`src/rtl/ray_dir_gen.sv`:
```
// ray_dir_gen: per-frame raster-order primary-ray direction generator with valid/ready output.
// Ports:
//   i_clk, i_rst           clock, asynchronous active-high reset
//   i_start                one-cycle frame start (ignored while busy or during o_frame_done)
//   i_ready                downstream accepts the current word
//   o_valid                output word valid
//   o_dir_x/y/z            camera-space ray direction, FP27 (sign, 8-bit exp bias 127, 18-bit mantissa)
//   o_pix_x, o_pix_y       pixel coordinates of the current word
//   o_last                 current word is the final pixel of the frame
//   o_busy                 frame in progress
//   o_frame_done           one-cycle pulse after the last word is accepted
module ray_dir_gen #(
    parameter int H_RES = 640,
    parameter int V_RES = 480,
    parameter int SCALE_SHIFT = 8,
    parameter logic [26:0] FOCAL_FP = 27'h1FC0000
) (
    input  logic                     i_clk,
    input  logic                     i_rst,
    input  logic                     i_start,
    input  logic                     i_ready,
    output logic                     o_valid,
    output logic [26:0]              o_dir_x,
    output logic [26:0]              o_dir_y,
    output logic [26:0]              o_dir_z,
    output logic [$clog2(H_RES)-1:0] o_pix_x,
    output logic [$clog2(V_RES)-1:0] o_pix_y,
    output logic                     o_last,
    output logic                     o_busy,
    output logic                     o_frame_done
);
    localparam int XW = $clog2(H_RES);
    localparam int YW = $clog2(V_RES);

    typedef enum logic {IDLE, GEN} state_t;

    state_t state, state_n;
    logic [XW-1:0] cx;
    logic [YW-1:0] cy;
    logic hs, done, load, start_ok, x_end, y_end;
    int dx, dy;

    // Exact int-to-FP27: priority-encode the MSB, then shift the remaining bits up to the mantissa top.
    function automatic logic [26:0] to_fp(input int d);
        logic [31:0] a;
        logic [63:0] t;
        int m;
        a = (d < 0) ? 32'(-d) : 32'(d);
        m = 0;
        for (int i = 0; i < 32; i++)
            if (a[i]) m = i;
        t = {32'd0, a} << (32 - m);
        return (d == 0) ? 27'd0 : {d < 0, 8'(127 + m - SCALE_SHIFT), t[31:14]};
    endfunction

    always_comb begin
        hs = o_valid && i_ready;
        done = (state == GEN) && hs && o_last;
        load = (state == GEN) && (!o_valid || i_ready) && !done;
        // A start landing in the frame-done cycle belongs to the frame that just ended.
        start_ok = (state == IDLE) && i_start && !o_frame_done;
        state_n = start_ok ? GEN : done ? IDLE : state;
        x_end = (cx == XW'(H_RES - 1));
        y_end = (cy == YW'(V_RES - 1));
        dx = int'(cx) - H_RES / 2;
        dy = V_RES / 2 - int'(cy);
    end

    always_ff @(posedge i_clk or posedge i_rst) begin
        if (i_rst) begin
            state <= IDLE;
            cx <= '0;
            cy <= '0;
            o_valid <= 1'b0;
            o_dir_x <= '0;
            o_dir_y <= '0;
            o_pix_x <= '0;
            o_pix_y <= '0;
            o_last <= 1'b0;
            o_frame_done <= 1'b0;
        end else begin
            state <= state_n;
            o_frame_done <= done;
            if (start_ok) begin
                cx <= '0;
                cy <= '0;
            end
            if (load) begin
                o_valid <= 1'b1;
                o_dir_x <= to_fp(dx);
                o_dir_y <= to_fp(dy);
                o_pix_x <= cx;
                o_pix_y <= cy;
                o_last <= x_end && y_end;
                cx <= x_end ? '0 : cx + XW'(1);
                cy <= x_end ? (y_end ? '0 : cy + YW'(1)) : cy;
            end
            if (done) o_valid <= 1'b0;
        end
    end

    assign o_busy = (state == GEN);
    assign o_dir_z = FOCAL_FP;
endmodule
```
`config.mk`:
```
export PLATFORM = sky130hd
export DESIGN_NAME = ray_dir_gen
export DESIGN_NICKNAME = d
export VERILOG_FILES = /design/src/rtl/ray_dir_gen.sv
export SDC_FILE = /design/constraint.sdc
export NUM_CORES = 1
export LEC_CHECK = 0
export BUFFER_PORTS_ARGS = -buffer_cell sky130_fd_sc_hd__buf_4
export CORE_AREA = 2 2 136 85
export CTS_BUF_LIST = sky130_fd_sc_hd__clkbuf_16
export CTS_CLUSTER_SIZE = 25
export DETAILED_ROUTE_END_ITERATION = 7
export DIE_AREA = 0 0 138 87
export MAX_ROUTING_LAYER = met4
export PLACE_DENSITY = 0.8
export SLEW_MARGIN = 0
export SYNTH_ARGS = -nofsm -noshare
export SYNTH_HDL_FRONTEND = slang
export SYNTH_SLANG_ARGS = --single-unit
```
`constraint.sdc`:
```
create_clock -name i_clk -period 7.8 [get_ports i_clk]
set_input_delay 0.78 -clock i_clk [delete_from_list [all_inputs] [get_ports i_clk]]
set_output_delay 0.78 -clock i_clk [all_outputs]
set_load 0.005 [all_outputs]
```
; ---- After elaboration in Yosys (flattened, before gate mapping)
; Cells that the tools add are included.
[totals]
ff_bits = 96
input_bits = 4
output_inout_bits = 104
elab_cells = 127
[op_classes]
add_sub_neg = 12
order_cmp = 2
n_eq_ne = 3
shift = 2
mux = 79
bitwise_logic = 1
reduce_logical = 18
[ops]
columns = op, n
row1 = $mux 32, 64
row2 = $logic_not 32->1, 2
row3 = $shl 32x32->32, 2
row4 = $sub 7x32->32 const A, 2
row5 = $mux 27, 2
row6 = $mux 9, 4
row7 = $neg 10->32, 1
row8 = $neg 11->32, 1
row9 = $mux 10, 3
row10 = $add 8x8->8 const A, 2
row11 = $sub 8x5->8 const B, 2
row12 = $lt 11x1->1 const B, 1
row13 = $sub 10x9->11 const B, 1
row14 = $add 10x1->10 const B, 1
row15 = $eq 10x10->1 const B, 1
row16 = $lt 10x1->1 const B, 1
row17 = $sub 8x9->10 const A, 1
row18 = $add 9x1->9 const B, 1
row19 = $eq 9x9->1 const B, 1
row20 = $logic_and 1x1->1, 8
row21 = $mux 1, 6
row22 = $reduce_bool 2->1, 3
row23 = $logic_not 1->1, 3
row24 = $ne 2x1->1 const B, 1
row25 = other kinds (3), 3

; ---- Depth between registers and ports, before layout
; Gate-level depths: netlist (run 1).
[logic_depth]
ltp_word = 38
mapped_depth = 20
mapped_depth_nobuf = 18

; ---- Least setup slack after synthesis (run 1)
; No wires, ideal clock.
[synth_timing]
kind = reg2reg
from = register cy[0]
to = register o_dir_y[0]
setup_ns = 0.104
arrival_time_ns = 4.129
required_time_ns = 7.696
setup_slack_ns = 3.568
stages_incl_launch_ff = 20
path_buffers = 5
synth_period_minus_slack_ns = 4.232
path_cell_list = dfrtp_1 -> buf_6 -> clkbuf_1 -> inv_1 -> ha_1 -> nor3b_1 -> nor2_1 -> xor2_1 -> a41oi_1 -> xor2_1 -> buf_6 -> a21oi_1 -> buf_6 -> inv_1 -> ha_1 -> buf_1 -> or3_1 -> a32oi_1 -> a21oi_1 -> o41ai_2
[synth_between]
elab_chain_cells = 38
elab_cells_between_ends = 40
classes_between = add/sub: 3 / order compare: 1 / shift: 1 / mux: 34 / reduce/logical: 1
[synth_rtl]
columns = element, line_no
row1 = "start, declared", 39  ; logic [YW-1:0] cy;
row2 = "start signal, assigned", 96  ; cy <= x_end ? (y_end ? '0 : cy + YW'(1)) : cy;
row3 = $sub 8x9->10 (*), 66  ; dy = V_RES / 2 - int'(cy);
row4 = $neg 10->32 / $lt 10x1->1 (equally long branches), 48  ; a = (d < 0) ? 32'(-d) : 32'(d);
row5 = $mux 32, 48
row6 = $mux 1, 51  ; if (a[i]) m = i;
row7 = $mux 32 (30 in a row), 51
row8 = $mux 32, 88  ; if (load) begin
row9 = $sub 7x32->32, 52  ; t = {32'd0, a} << (32 - m);
row10 = $shl 32x32->32, 52
row11 = $mux 27 (*), 53  ; return (d == 0) ? 27'd0 : {d < 0, 8'(127 + m - SCALE_SHIFT), t[31:14]};
row12 = "end signal, assigned", 91  ; o_dir_y <= to_fp(dy);
row13 = "end, declared", 24  ; output logic [26:0] o_dir_y,
; Every way passes the cells marked *; elsewhere a longest branch is shown, timed or not. The select of a mux whose other input is x is not followed.
; A chain may end at the register's enable or synchronous reset.

; ---- Final worst setup path (run 1)
[layout_timing]
from = register cx[6]
to = register o_dir_x[16]
[layout_between]
elab_chain_cells = 38
elab_cells_between_ends = 40
classes_between = add/sub: 3 / order compare: 1 / shift: 1 / mux: 34 / reduce/logical: 1
[layout_rtl]
columns = element, line_no
row1 = "start, declared", 38  ; logic [XW-1:0] cx;
row2 = "start signal, assigned", 95  ; cx <= x_end ? '0 : cx + XW'(1);
row3 = $sub 10x9->11 (*), 65  ; dx = int'(cx) - H_RES / 2;
row4 = $lt 11x1->1, 48
row5 = $mux 32, 48
row6 = $mux 1, 51
row7 = $mux 32 (30 in a row), 51
row8 = $mux 32, 88
row9 = $sub 7x32->32, 52
row10 = $shl 32x32->32, 52
row11 = $mux 27 (*), 53
row12 = "end signal, assigned", 90  ; o_dir_x <= to_fp(dx);
row13 = "end, declared", 23  ; output logic [26:0] o_dir_x,
; Marks and branches as above.

==> results of run 1 <==
==> metal layers <==
layer | global-route usage | share of wire | vias to the layer above
li1 | - | - | 2733
met1 | 0.4754 | 0.51 | 2832
met2 | 0.4136 | 0.40 | 266
met3 | 0.05443 | 0.084 | 12
met4 | 0.05009 | 0.0064 | 0
met5 | - | 0 | -
==> critical path, cell delays in order, from the launching register on <==
cell	delay (ns)
dfrtp_1	0.65
clkinv_1	0.35
ha_1	0.37
nor2b_1	0.35
or2_1	0.41
a21oi_1	0.08
o21ai_1	0.34
inv_1	0.10
o21ai_1	0.42
nand2_1	0.20
inv_2	0.19
ha_1	0.60
inv_1	0.41
a221oi_1	0.30
nor2_1	0.07
a311oi_1	0.36
a22o_1	0.26
o221ai_1	0.16
==> state kept, by name (all words and copies together) (netlist names) <==
name	count
cx	10
cy	9
o_busy	1
o_dir_x	27
o_dir_y	27
o_frame_done	1
o_last	1
o_pix_x	10
o_pix_y	9
o_valid	1
==> metrics by stage <==
stage                     total power (µW)    util  hold WS [ns]  std cells
after floorplan                       1287       -        0.4628        791
after global placement                1549  0.6222        0.4617        942
after detailed placement              1556  0.6222        0.4693        942
after CTS                             2026  0.6506        0.4872        958
after global routing                  2164  0.6506        0.5034        958
final                                 2047  0.6506        0.4846        958
==> placed cells by master, fill, tap and decap left out, types with 5 or more instances in the layout <==
cell         n
nor3_1      26
a21oi_1     40
dfrtp_1     96
a211oi_1     5
inv_1       20
clkbuf_16    9
ha_1         9
nor2_1      57
or3_1       10
xor2_1       8
nor2b_1      8
o31ai_1      8
mux2i_1      8
and2_1      16
nand2_1    130
o21ai_0     75
buf_4       84
a22oi_1      6
xnor2_1     18
nand4_1      7
conb_1      27
nand3_1     26
a22o_1       8
==> path summary, 6_finish.rpt <==
kind,endpoint,slack [ns],cells after the start
worst max-delay path,o_dir_x[16],2.04,17
worst min-delay path,o_pix_y[0],0.48,2
worst max register to register,o_dir_x[16],2.04,17
worst min register to register,o_pix_y[0],0.48,2
max in group asynchronous,cx[6],6.07,3
min in group asynchronous,o_dir_x[1],0.51,2
==> cell type report <==
cell class | instances | area [µm²]
clock inverters | 7 | 83.83
inverters | 24 | 91.34
multi-input cells | 594 | 3468
clock buffers | 9 | 225.2
well taps | 144 | 180.2
flip-flops and latches | 96 | 2402
fillers | 954 | 3804
repair buffers | 84 | 630.6
==> power groups by stage <==
stage	clock network (µW)	registers (µW)	logic [µW]
floorplan	0	636	651
global placement	0	704	846
global route	497	719	949
detailed placement	0	708	848
CTS	477	698	851
finish	473	702	872
==> cell families (layout without fill, tap and decap cells) <==
group / count (synthesis) / in the layout / share of synthesized area
other cells: 2 / 27 / 0.001196
simple gates: 307 / 307 / 0.2289
flops: 96 / 96 / 0.3825
buf+inv: 101 / 124 / 0.08167
mux: 11 / 11 / 0.02171
xor+xnor: 29 / 29 / 0.04402
fa+ha+maj: 9 / 9 / 0.01793
compound gates: 211 / 211 / 0.2221
==> results.json, run 1 <==
{
  "routed_wl_um": 17480,
  "rsz0062_at_grt": "false",
  "maxSlewViolCount": 0,
  "grt_antenna_before_repair": 0,
  "ctsResizeCount": 0,
  "ys_ff_latch": 96,
  "post_cts_buffers": 0,
  "gp_congestion": 0.9731,
  "post-route-cell-area_um2": 7082,
  "first_iter_violations": 608,
  "dpl_cell_area_um2": 6773,
  "nets": 822,
  "ioPinCount": 108,
  "power_leakage_uw": 0.003290,
  "slew_headroom": 0.2545,
  "status": "finished clean",
  "critical_path.startpoint_type": "flop",
  "ys_top_cells_by_area": "dfrtp_1, nand2_1, o21ai_0",
  "grt_pass1_wl_um": 28590,
  "p_sw_uw": 861.0,
  "fp.dieH_um": 87,
  "port_buffers": 80,
  "cp_max_fo": 24,
  "clk_latency_ns": 0.35,
  "drtAntennaViolNets": 0,
  "grt_max_degree": 93,
  "initial_utilization": 0.5770,
  "avgSynthCellArea_um2": 8.200,
  "clk_path_buf_depth": 2,
  "crit_start": "cx[6]",
  "cts_inserted_buffers": 9,
  "h-tree-depth": 3,
  "drc": 0,
  "clk_pin_slew_ns": 0.07,
  "netlist_top_cells_count": "nand2_1, dfrtp_1, o21ai_0",
  "period_minus_slack_ns": 5.765,
  "area_delta_synth_final_pct": 12.75,
  "hold_path_startpoint": "o_pix_y[0]",
  "synth_area_leader_cell": "dfrtp_1",
  "antennaDiodeCount": 0,
  "final_hold_viol_count": 0,
  "syn_inst": 766,
  "drv_cap": 0,
  "firstDrtPassIters": 5,
  "grtUsageTotal": 0.3044,
  "timing.setup.tns_ns": 0,
  "synth_cell_types": 79,
  "preCtsSetupSlack_ns": 2.219,
  "fin_ws_ns": 2.035,
  "die_w_um": 138,
  "synth_area_um2": 6281,
  "p_int_uw": 1186,
  "grt_overflow": 0,
  "core_um2": 10890,
  "die_area_um2": 12010,
  "swShare": 0.4206,
  "setup_viol": 0,
  "ir_drop_v": 0.0001902,
  "clkSinkCount": 96,
  "synth_flop_cell": "dfrtp_1",
  "async_flop_share": 1.000,
  "clock.fmax_mhz": 173.5,
  "criticalPathCategory": "flop to flop",
  "fin_crit_sh": 0.7391,
  "ys_warn_count": 0,
  "power_frac_clock": 0.231,
  "fin_worst_skew_ns": 0.006238,
  "grt_pass1_vias": 5205,
  "reg2reg_from": "cx[6]",
  "cts-root-buf": "clkbuf_16",
  "synth_top_area_frac": 0.3825,
  "synth_edf_count": 0,
  "p_comb_frac": 0.426,
  "arrival_ns": 5.98,
  "power-per-cell-area_nw_per_um2": 289.1,
  "hpwlAfterDp_um": 12640,
  "hold_path_class": "flop to flop",
  "vias": 5843,
  "yosysSeqAreaShare": 0.3825,
  "tightest_slew_ns": 1.104,
  "hold_buffers": 0,
  "rows": 30,
  "routed_via_density": 6.099,
  "drive_above_1_share": 0.1572,
  "required_ns": 8.01,
  "yosysMostFrequentCell": "nand2_1",
  "cts_tree": "done",
  "p_seq_frac": 0.343,
  "critPathCaptureType": "flop",
  "avgRoutedWirePerCell_um": 18.25
}
(Power assumes the default switching activity.)
==> inputs of run 2 (changes only) <==
--- a/config.mk
+++ b/config.mk
@@ -6,13 +6,13 @@
 export NUM_CORES = 1
 export LEC_CHECK = 0
 export BUFFER_PORTS_ARGS = -buffer_cell sky130_fd_sc_hd__buf_4
-export CORE_AREA = 2 2 136 85
+export CORE_AREA = 2 2 145 91
 export CTS_BUF_LIST = sky130_fd_sc_hd__clkbuf_16
 export CTS_CLUSTER_SIZE = 25
 export DETAILED_ROUTE_END_ITERATION = 7
-export DIE_AREA = 0 0 138 87
+export DIE_AREA = 0 0 147 93
 export MAX_ROUTING_LAYER = met4
-export PLACE_DENSITY = 0.8
+export PLACE_DENSITY = 0.74
 export SLEW_MARGIN = 0
 export SYNTH_ARGS = -nofsm -noshare
 export SYNTH_HDL_FRONTEND = slang
==> constraint.sdc (replaced) <==
create_clock -name i_clk -period 4.86 [get_ports i_clk]
set_input_delay 0.486 -clock i_clk [delete_from_list [all_inputs] [get_ports i_clk]]
set_output_delay 0.486 -clock i_clk [all_outputs]
set_load 0.005 [all_outputs]
==> results.json, run 2 (synthesis results as in run 1) <==
{
  "h-tree-depth": 3,
  "firstDrtPassIters": 5,
  "critPathCaptureType": "flop",
  "fin_hold_ws_ns": 0.3362,
  "use_met1": 0.4272,
  "preCtsSetupSlack_ns": 0.7417,
  "cts-root-buf": "clkbuf_16",
  "slew_headroom": 0.1989,
  "avgRoutedWirePerCell_um": 17.72,
  "gp_congestion": 0.9537,
  "setup_viol": 0,
  "status": "finished clean",
  "grt_overflow": 0,
  "place_inst": 990,
  "top_regs": "o_dir_x (27), o_dir_y (27)",
  "worstRegToRegCells": 14,
  "fin_ws_ns": 0.6605,
  "nets": 844,
  "critical_path.startpoint_type": "flop",
  "post_cts_buffers": 0,
  "clk_pin_slew_ns": 0.08,
  "power_frac_clock": 0.224,
  "routed_via_density": 5.827,
  "core_um2": 12410,
  "routed_wl_um": 17830,
  "vias": 5862,
  "layout_common_cells": "nand2_1, buf_4, dfrtp_1",
  "tightest_slew_ns": 1.186,
  "grt_pass1_wl_um": 28930,
  "drc": 0,
  "clk_latency_ns": 0.35,
  "grt.busiest_layer": "met1",
  "grt_pass1_vias": 5311,
  "reg2reg_setup_slack_ns": 0.66,
  "grt_max_degree": 60,
  "critPathSlowestCell": "dfrtp_1",
  "hold_path_class": "input pin to asynchronous set/reset pin",
  "initial_utilization": 0.5060,
  "die_w_um": 147,
  "cpPeakStageDelay_ns": 0.55,
  "drtAntennaViolNets": 0,
  "fin_crit_sh": 0.8641,
  "grt_util_met2": 0.3568,
  "swShare": 0.4212,
  "timing.setup.tns_ns": 0,
  "cts_inserted_buffers": 9,
  "criticalPathCategory": "flop to flop",
  "cts_tree": "done",
  "required_ns": 5.11,
  "n_fill_cell": 1114,
  "maxSlewViolCount": 0,
  "grtUsageTotal": 0.2735,
  "ctsResizeCount": 0,
  "hold_buffers": 0,
  "period_minus_slack_ns": 4.199,
  "hpwlAfterDp_um": 13110,
  "power-per-cell-area_nw_per_um2": 456.6,
  "die_area_um2": 13670,
  "worst-path-buf-inv": 2,
  "p_sw_uw": 1399,
  "rows": 32,
  "first_iter_violations": 666,
  "fin_worst_skew_ns": 0.01030,
  "clk_path_buf_depth": 2,
  "p_comb_frac": 0.443,
  "finalPower_uw": 3321,
  "grt_antenna_before_repair": 0,
  "p_seq_frac": 0.333,
  "cp_max_fo": 12,
  "power_leakage_uw": 0.003390,
  "cp_cell_sequence": "inv_1 -> ha_1 -> or3b_2 -> o21ai_0 -> o2bb2ai_1 -> a22oi_1 -> o21ai_0 -> a21oi_1 -> inv_1 -> ha_1 -> or3_1 -> a32oi_1 -> a21oi_1 -> o41ai_2",
  "clkSinkCount": 96,
  "finalNonFillerCells": 1006,
  "ir_drop_v": 0.0002717,
  "final_common_cell": "nand2_1",
  "worst_r2r_endpoint": "o_dir_y[0]",
  "cp_top_family": "compound AO/OA/AOI/OAI gates",
  "fp.dieH_um": 93,
  "clock.fmax_mhz": 238.1,
  "ioPinCount": 108,
  "arrival_ns": 4.45,
  "met3_usage": 0.05512,
  "port_buffers": 80,
  "antennaDiodeCount": 0,
  "p_int_uw": 1922,
  "drv_cap": 0,
  "drive_above_1_share": 0.1782,
  "rsz0062_at_grt": "false",
  "reg2reg_from": "cy[1]",
  "area_delta_synth_final_pct": 15.80,
  "final_hold_viol_count": 0
}
[run 2: cell types whose count changed in the layout (fill, tap and decap cells not counted), sizes merged]
cell	change
buf	+22
clkinvlp	+1
clkinv	+1
inv	-2
[run 2: worst max-delay path by stage]
stage           from  depth (start not counted)          end  slack, ns
2_1_floorplan  cy[0]                         19   o_dir_y[0]       0.63
3_3_place_gp   cy[1]                         14   o_dir_y[0]       0.83
3_5_place_dp   cy[1]                         14   o_dir_y[0]       0.74
4_1_cts        cy[1]                         14   o_dir_y[0]       0.72
5_1_grt        cx[7]                         18  o_dir_x[12]       0.28
6_report       cy[1]                         14   o_dir_y[0]       0.66
[run 2: per-stage QoR]
| step | cell area [µm²] | util |
|---|---|---|
| 3_3_place_gp | 6970 | 0.5616 |
| 4_1_cts | 7273 | 0.5860 |
| 5_1_grt | 7273 | 0.5860 |
| 2_1_floorplan | 6375 | - |
| 3_5_place_dp | 6970 | 0.5616 |
| 6_report | 7273 | 0.5860 |
[run 2: layer usage]
layer | wire length, µm | vias up
met5 | 0 | -
met4 | 186 | 0
met3 | 1502 | 24
met2 | 7127 | 270
met1 | 9014 | 2787
li1 | - | 2781
[run 2: power by group through the flow]
stage          clock, µW  sequential (µW)  combinational [µW]
4_1_cts              755             1100                1440
5_1_grt              790             1130                1610
3_5_place_dp           0             1120                1430
6_report             745             1110                1470
2_1_floorplan          0             1020                1050
3_3_place_gp           0             1110                1420
[run 2: cell type report]
| class | count | area (µm²) | area share |
|---|---|---|---|
| inverter | 24 | 91.34 | 0.01256 |
| tap | 170 | 212.7 | 0.02924 |
| timing repair buffer | 106 | 795.8 | 0.1094 |
| clock buffer | 9 | 225.2 | 0.03097 |
| clock inverter | 7 | 77.57 | 0.01067 |
| multi-input combinational | 594 | 3468 | 0.4769 |
| sequential | 96 | 2402 | 0.3303 |
==> inputs of run 3 (changes only) <==
--- a/config.mk
+++ b/config.mk
@@ -12,7 +12,7 @@
 export DETAILED_ROUTE_END_ITERATION = 7
 export DIE_AREA = 0 0 147 93
 export MAX_ROUTING_LAYER = met4
-export PLACE_DENSITY = 0.74
+export PLACE_DENSITY_LB_ADDON = 0.05
 export SLEW_MARGIN = 0
 export SYNTH_ARGS = -nofsm -noshare
 export SYNTH_HDL_FRONTEND = slang
==> results.json, run 3 (synthesis results as in run 1) <==
{
  "clk_path_buf_depth": 2,
  "cts_tree": "done",
  "clock.fmax_mhz": 227.1,
  "critPathCaptureType": "flop",
  "slew_headroom": 0.2450,
  "layout_common_cells": "nand2_1, buf_4, dfrtp_1",
  "hold_buffers": 0,
  "final_hold_viol_count": 0,
  "grt_overflow": 0,
  "ctsResizeCount": 0,
  "fin_ws_ns": 0.4576,
  "grtUsageTotal": 0.2826,
  "cts_inserted_buffers": 9,
  "setup_viol": 0,
  "antennaDiodeCount": 0,
  "clk_pin_slew_ns": 0.08,
  "h-tree-depth": 3,
  "vias": 5928,
  "die_area_um2": 13670,
  "rsz0062_at_grt": "false",
  "fin_crit_sh": 0.9059,
  "nets": 842,
  "use_met1": 0.4619,
  "firstDrtPassIters": 5,
  "criticalPathCategory": "flop to flop",
  "worst-path-buf-inv": 1,
  "grt_util_met2": 0.3560,
  "n_fill_cell": 1153,
  "post_cts_buffers": 0,
  "hold_path_class": "input pin to asynchronous set/reset pin",
  "ioPinCount": 108,
  "worstRegToRegCells": 14,
  "power_leakage_uw": 0.003385,
  "port_buffers": 80,
  "drv_cap": 0,
  "drtAntennaViolNets": 0,
  "critical_path.startpoint_type": "flop",
  "cpPeakStageDelay_ns": 0.55,
  "first_iter_violations": 851,
  "reg2reg_from": "cy[0]",
  "drc": 0,
  "tightest_slew_ns": 1.121,
  "core_um2": 12410,
  "grt.busiest_layer": "met1",
  "area_delta_synth_final_pct": 15.76,
  "preCtsSetupSlack_ns": 0.5475,
  "reg2reg_setup_slack_ns": 0.46,
  "met3_usage": 0.05463,
  "arrival_ns": 4.65,
  "fp.dieH_um": 93,
  "final_common_cell": "nand2_1",
  "grt_max_degree": 92,
  "grt_pass1_vias": 5415,
  "initial_utilization": 0.5060,
  "clkSinkCount": 96,
  "clk_latency_ns": 0.35,
  "hpwlAfterDp_um": 13430,
  "ir_drop_v": 0.0002256,
  "power-per-cell-area_nw_per_um2": 458.0,
  "die_w_um": 147,
  "routed_via_density": 5.904,
  "finalPower_uw": 3330,
  "top_regs": "o_dir_x (27), o_dir_y (27)",
  "cp_cell_sequence": "inv_1 -> ha_1 -> nor3b_1 -> nor2_1 -> xor2_1 -> a41oi_1 -> xor2_1 -> nand3_1 -> nand2_1 -> ha_1 -> or3_1 -> a32oi_1 -> a21oi_1 -> o41ai_2",
  "gp_congestion": 1.008,
  "cts-root-buf": "clkbuf_16",
  "drive_above_1_share": 0.1775,
  "cp_top_family": "simple AND/OR/NAND/NOR gates",
  "critPathSlowestCell": "xor2_1",
  "cp_max_fo": 10,
  "fin_worst_skew_ns": 0.009300,
  "grt_pass1_wl_um": 30000,
  "period_minus_slack_ns": 4.402,
  "required_ns": 5.11,
  "fin_hold_ws_ns": 0.3472,
  "worst_r2r_endpoint": "o_dir_y[0]",
  "routed_wl_um": 18160,
  "grt_antenna_before_repair": 0,
  "crit_start": "cy[0]",
  "avgRoutedWirePerCell_um": 18.08,
  "postLayoutCoreUtil": 0.5858,
  "status": "finished clean",
  "timing.setup.tns_ns": 0,
  "maxSlewViolCount": 0,
  "rows": 32
}
## run 3: cell count changes in the layout (fill, tap and decap cells not counted)
cell | before | now
buf_4 | 106 | 104
clkinv_1 | 3 | 2
clkinv_8 | 0 | 1
## run 3: per-stage QoR
stage / cell area, µm² / std cells
after floorplan: 6375 / 791
after global placement: 6955 / 988
after detailed placement: 6955 / 988
after CTS: 7271 / 1004
after global routing: 7271 / 1004
final: 7271 / 1004
## run 3: worst max path at each step
stage / to / cells past startpoint
after floorplan: o_dir_y[0] / 19
after global placement: o_dir_y[0] / 14
after detailed placement: o_dir_y[0] / 14
after CTS: o_dir_y[0] / 14
after global routing: o_dir_y[0] / 14
final: o_dir_y[0] / 14
## run 3: metal layers
layer,up-vias,part of all wire
met5,-,0
met1,2832,0.52
met2,283,0.38
met4,0,0.012
met3,26,0.086
li1,2787,-
## run 3: report_power, final
group	switching (µW)	internal (µW)	leakage (µW)
clock network	344	410	0.000147
registers	177	924	0.00124
logic	879	596	0.00199
total	1400	1930	0.00339
## run 3: area by class of cell
class                      instances  area, µm²  share of cell area
multi-input combinational        594       3468              0.4770
clock buffer                       9      225.2             0.03098
timing repair buffer             104      780.7              0.1074
sequential                        96       2402              0.3304
inverter                          24      91.34             0.01256
tap                              170      212.7             0.02925
clock inverter                     7      90.09             0.01239
